## config.mk

```make
export PLATFORM = sky130hd
export DESIGN_NAME = param_seq_divider
export DESIGN_NICKNAME = d
export VERILOG_FILES = /design/src/rtl/param_seq_divider.sv
export SDC_FILE = /design/constraint.sdc
export NUM_CORES = 1
export LEC_CHECK = 0
export CAP_MARGIN = 5
export CORE_MARGIN = 8
export CORE_UTILIZATION = 30
export DETAILED_ROUTE_END_ITERATION = 10
export PLACE_DENSITY_LB_ADDON = 0.25
export SETUP_SLACK_MARGIN = 0.15
export SLEW_MARGIN = 20
export SYNTH_ARGS = -nofsm -noshare
export SYNTH_HDL_FRONTEND = slang
export SYNTH_SLANG_ARGS = --single-unit
```

## constraint.sdc

```tcl
create_clock -name clk_i -period 2.3 [get_ports clk_i]
set_clock_uncertainty 0.15 [all_clocks]
set_input_delay 0.23 -clock clk_i [delete_from_list [all_inputs] [get_ports clk_i]]
set_output_delay 0.23 -clock clk_i [all_outputs]
set_load 0.03 [all_outputs]
```

## src/rtl/param_seq_divider.sv

```systemverilog
// param_seq_divider: multi-cycle restoring divider, one quotient bit per clock.
//
// Optional feature macro: SIGNED_DIV_EN. When it is defined, the signed_i port
// and the FIX state exist. Without it the unit is unsigned only.
//
// Parameters:
//   N   operand/result width (N >= 2)
//   CW  iteration counter width, derived from N
//
// Ports:
//   clk_i       system clock, rising edge
//   rst_i       asynchronous active-high reset
//   start_i     request; sampled only in IDLE, held high until done_o is seen
//   data_a_i    dividend, captured on the edge that accepts start_i
//   data_b_i    divisor, captured on the same edge
//   signed_i    two's-complement operation select (SIGNED_DIV_EN only)
//   q_o         quotient register
//   r_o         remainder register
//   done_o      result valid (DONE state)
//   div_zero_o  last operation had a zero divisor
//   busy_o      high in CALC/FIX
module param_seq_divider #(
    parameter int unsigned N = 8
) (
    input  logic         clk_i,
    input  logic         rst_i,
    input  logic         start_i,
    input  logic [N-1:0] data_a_i,
    input  logic [N-1:0] data_b_i,
`ifdef SIGNED_DIV_EN
    input  logic         signed_i,
`endif
    output logic [N-1:0] q_o,
    output logic [N-1:0] r_o,
    output logic         done_o,
    output logic         div_zero_o,
    output logic         busy_o
);

    localparam int unsigned CW = $clog2(N + 1);

`ifdef SIGNED_DIV_EN
    typedef enum logic [1:0] {
        StIdle = 2'd0,
        StCalc = 2'd1,
        StDone = 2'd2,
        StFix  = 2'd3
    } state_e;
`else
    typedef enum logic [1:0] {
        StIdle = 2'd0,
        StCalc = 2'd1,
        StDone = 2'd2
    } state_e;
`endif

    state_e        state_q;
    logic [N-1:0]  a_q;      // dividend, shifts out MSB-first, collects quotient bits
    logic [N-1:0]  b_q;      // divisor magnitude
    logic [N-1:0]  p_q;      // partial remainder
    logic [CW-1:0] cnt_q;
    logic [N-1:0]  q_q;
    logic [N-1:0]  r_q;
    logic          dz_q;

    logic [N-1:0]  a_mag_w;
    logic [N-1:0]  b_mag_w;
    logic [N:0]    shift_w;
    logic [N:0]    trial_w;
    logic          borrow_w;
    logic [N-1:0]  a_next_w;

`ifdef SIGNED_DIV_EN
    logic sgn_q;   // operation runs through FIX
    logic qneg_q;  // operand signs differ
    logic rneg_q;  // dividend negative

    // Magnitudes of the operands; -2^(N-1) maps to 2^(N-1), which is still
    // representable as an unsigned N-bit value.
    assign a_mag_w = (signed_i && data_a_i[N-1]) ? -data_a_i : data_a_i;
    assign b_mag_w = (signed_i && data_b_i[N-1]) ? -data_b_i : data_b_i;
`else
    assign a_mag_w = data_a_i;
    assign b_mag_w = data_b_i;
`endif

    // P < B holds every step, so the shifted value is below 2B and any
    // non-negative trial fits N bits. Bit N of the N+1-bit difference is
    // therefore exactly the borrow.
    assign shift_w  = {p_q, a_q[N-1]};
    assign trial_w  = shift_w - {1'b0, b_q};
    assign borrow_w = trial_w[N];
    assign a_next_w = {a_q[N-2:0], ~borrow_w};

    always_ff @(posedge clk_i or posedge rst_i) begin
        if (rst_i) begin
            state_q <= StIdle;
            a_q     <= '0;
            b_q     <= '0;
            p_q     <= '0;
            cnt_q   <= '0;
            q_q     <= '0;
            r_q     <= '0;
            dz_q    <= 1'b0;
`ifdef SIGNED_DIV_EN
            sgn_q   <= 1'b0;
            qneg_q  <= 1'b0;
            rneg_q  <= 1'b0;
`endif
        end else begin
            unique case (state_q)
                StIdle: begin
                    if (start_i) begin
                        if (data_b_i == '0) begin
                            q_q     <= '1;
                            r_q     <= data_a_i;
                            dz_q    <= 1'b1;
                            state_q <= StDone;
                        end else begin
                            a_q     <= a_mag_w;
                            b_q     <= b_mag_w;
                            p_q     <= '0;
                            cnt_q   <= CW'(N);
                            dz_q    <= 1'b0;
`ifdef SIGNED_DIV_EN
                            sgn_q   <= signed_i;
                            qneg_q  <= signed_i && (data_a_i[N-1] ^ data_b_i[N-1]);
                            rneg_q  <= signed_i && data_a_i[N-1];
`endif
                            state_q <= StCalc;
                        end
                    end
                end
                StCalc: begin
                    a_q   <= a_next_w;
                    p_q   <= borrow_w ? shift_w[N-1:0] : trial_w[N-1:0];
                    cnt_q <= cnt_q - CW'(1);
                    if (cnt_q == CW'(1)) begin
                        q_q <= a_next_w;
                        r_q <= borrow_w ? shift_w[N-1:0] : trial_w[N-1:0];
`ifdef SIGNED_DIV_EN
                        state_q <= sgn_q ? StFix : StDone;
`else
                        state_q <= StDone;
`endif
                    end
                end
`ifdef SIGNED_DIV_EN
                StFix: begin
                    // Overflow case needs no special handling: |Q| = 2^(N-1)
                    // with equal signs is left unnegated, which is -2^(N-1).
                    q_q     <= qneg_q ? -q_q : q_q;
                    r_q     <= rneg_q ? -r_q : r_q;
                    state_q <= StDone;
                end
`endif
                StDone: begin
                    if (!start_i) begin
                        state_q <= StIdle;
                    end
                end
                default: state_q <= StIdle;
            endcase
        end
    end

    assign q_o        = q_q;
    assign r_o        = r_q;
    assign div_zero_o = dz_q;
    assign done_o     = (state_q == StDone);
`ifdef SIGNED_DIV_EN
    assign busy_o     = (state_q == StCalc) || (state_q == StFix);
`else
    assign busy_o     = (state_q == StCalc);
`endif

endmodule

```

==> impl_metrics.yaml <==
sta:
  setup_violations: 18
  maxSlewHeadroom_pct: 74.9
  hold_viol: 0
  slew_viol_final: 0
  clock.fmax_mhz: 389
  fin_ws_ns: -0.268
  fin_crit_ns: 2.57
  worst_slew_pin_slew_ns: 0.374
  post-route-period-util_pct: 112
  rsz0062_at_grt: "true"
layout:
  final_common_cell: "nand2_1"
  antennaDiodeCount: 0
  area_growth_pct: 39.1
  final_cell_mix: "nand2_1 (51), dfrtp_1 (47), clkdlybuf4s50_1 (36)"
  post-route-cell-area_um2: 3360
  utilization_pct: 43.3
  stdcell_count: 427
  final_nets: 354
  drive_gt1_share_pct: 20.3
floorplan:
  dieHeight_um: 106
  fp-row-count: 32
  start_util_pct: 31.1
  io_pins: 38
  core_area_um2: 7770
  die_area_um2: 11200
  die_x_um: 106
global_route:
  grt_pass1_vias: 2132
  grt_start_max_net_pins: 48
  antenna_found_initial: 0
  grt_pass1_wl_mm: 11.0
  grt_usage_pct: 12.0
  overflow: 0
placed_design:
  placedCellCount: 411
  portBuffers: 37
  dp_hpwl_mm: 4.92
  gp_congestion: 0.756
  placed_area_um2: 3130
drt:
  first_iter_violations: 91
  wl_per_cell_um: 15.5
  via_count: 2091
  viasPerCell: 4.90
  drt_wl_total_mm: 6.62
  route.detailed.drc: 0
  first_pass_iters: 4
  drtAntennaViolNets: 0
worst_setup_path:
  endpoint_kind: "flop"
  cp_max_fo: 5
  cp-start-kind: "flop"
  cpPeakStageDelay_ns: 0.38
  crit_arrival_ns: 2.60
  cp_cell_sequence: "inv_1 -> ha_2 -> inv_2 -> fa_2 -> a211oi_2 -> nor3_2 -> mux2i_2 -> or2_4 -> buf_4 -> o21ai_2 -> o22a_1"
  criticalPathCategory: "flop to flop"
  required_ns: 2.34
  cp_slowest_cell: "dfrtp_1"
yosys:
  synth_seq_cells: 47
  avgSynthCellArea_um2: 9.55
  synthesis.nets: 283
  ys_top_cells_by_area: "dfrtp_1 (49%), nand2_1 (8.1%), ha_1 (5.2%)"
  synth_top_area_cell: "dfrtp_1"
  synthCells: 253
  synth.yosys.seq_area_share_pct: 48.7
  syn_area_um2: 2420
  synth_top_area_share_pct: 48.7
  yosysUniqueCellTypes: 47
  yosysWarningCount: 0
clock_tree:
  cts_made_buffers: 5
  h-tree-depth: 2
  clockRootBuffer: "clkbuf_8"
  cts_buffer_depth: 2
  worstSkewPairLatency_ns: 0.30
  cts_tree: "yes"
  clkTransAtPathRegs_ns: 0.09
  clkSinkCount: 47
power:
  ir_drop_mv: 0.727
  power.density_nw_per_um2: 1890
  p_leak_nw: 1.51
run_status:
  violations: "setup timing"
  status: "complete, but fails checks"
hold_path:
  hold_path_class: "primary input to asynchronous set/reset pin"
flow_run:
  cap_violations: 0
## final timing paths
path / startpoint / endpoint / slack, ns / cells past startpoint
worst min register to register: div_zero_o$_DFFE_PP0P_ / div_zero_o$_DFFE_PP0P_ / 0.34 / 2
min in group clk_i: div_zero_o$_DFFE_PP0P_ / div_zero_o$_DFFE_PP0P_ / 0.34 / 2
max in group asynchronous: rst_i / q_o[4]$_DFFE_PP0P_ / 1.65 / 3
worst max-delay path: a_q[7]$_DFFE_PP0P_ / r_o[2]$_DFFE_PP0P_ / -0.27 / 11
worst min-delay path: rst_i / q_o[1]$_DFFE_PP0P_ / 0.13 / 3
worst max register to register: a_q[7]$_DFFE_PP0P_ / r_o[2]$_DFFE_PP0P_ / -0.27 / 11
## metal layers
metal	vias to the layer above	wire, um	track usage (%)
li1	1030	-	-
met1	1019	3260	16.8
met2	38	2980	17.6
met3	4	326	3.23
met4	0	53	3.02
met5	-	0	0
## worst max-delay path, delay by kind of cell, from the launching register on
| family | cells | cell delay (ns) |
|---|---|---|
| DFF | 1 | 0.38 |
| buffers and inverters | 3 | 0.22 |
| adders and majority gates | 2 | 0.53 |
| AOI/OAI and AO/OA | 3 | 0.51 |
| and+or+nand+nor | 2 | 0.33 |
| muxes | 1 | 0.32 |
## flip-flops by register name, indices dropped and copies added, names as in the netlist
register    flops
a_q             8
b_q             8
cnt_q           4
div_zero_o      1
p_q             8
q_o             8
r_o             8
state_q         2
## cell type report
| class | count | area [um2] |
|---|---|---|
| Clock buffer | 6 | 82.6 |
| Clock inverter | 2 | 35.0 |
| Fill cell | 780 | 4410 |
| Inverter | 13 | 48.8 |
| Multi-Input combinational cell | 184 | 1220 |
| Sequential cell | 47 | 1180 |
| Tap cell | 102 | 128 |
| Timing Repair Buffer | 73 | 672 |
## cells in the mapped netlist, drive strengths merged
cell,number
clkbuf,8
mux2i,4
nand2,53
inv,12
ha,10
nor2b,3
o211a,1
nor4,2
and2,2
nor2,16
a31oi,9
o22ai,1
nor4b,1
xnor2,2
nand3,5
a21boi,1
a21oi,4
xor2,3
or4,1
o21bai,2
or3,2
o211ai,2
clkinv,1
a21o,6
nor3b,1
o22a,12
mux2,3
nor3,3
a211oi,1
o2111a,1
a22oi,4
o21ai,22
nand2b,2
a221o,1
nand4b,1
or2,1
buf,1
a211o,1
dfrtp,47
fa,1
## power by group
group          internal, W  switching (W)
Combinational      0.00204        0.00217
Sequential         0.00124       0.000269
Clock             0.000352       0.000278
## metrics by stage
stage          hold slack [ns]  total power [W]  TNS, ns  setup WS [ns]
3_3_place_gp             0.315          0.00517    -2.49         -0.209
6_report                 0.128          0.00635    -3.38         -0.268
4_1_cts                  0.134          0.00604    -2.14         -0.213
3_5_place_dp             0.324          0.00523    -3.16         -0.263
5_1_grt                  0.153          0.00684    -5.30         -0.373
2_1_floorplan            0.193          0.00393    -1.38         -0.155
## repair_timing
| item | in CTS | in global routing |
|---|---|---|
| pin swaps | 10 | 7 |
| gates resized for setup | 9 | 7 |
| setup endpoints to repair | 19 | 18 |
| buffers inserted | 2 | 6 |
| cloned | 0 | 0 |
| hold buffers | 0 | 0 |
## logic make-up (layout without fill, tap and decap cells)
family | after synthesis | after routing | synth area share [%]
AOI/OAI and AO/OA | 68 | 68 | 19.3
xor gates and xnor gates | 5 | 5 | 1.81
adders and majority gates | 11 | 11 | 6.00
buffers and inverters | 22 | 94 | 3.78
DFF | 47 | 47 | 48.7
muxes | 7 | 7 | 3.21
and+or+nand+nor | 93 | 93 | 17.2
(Power assumes the default switching activity.)
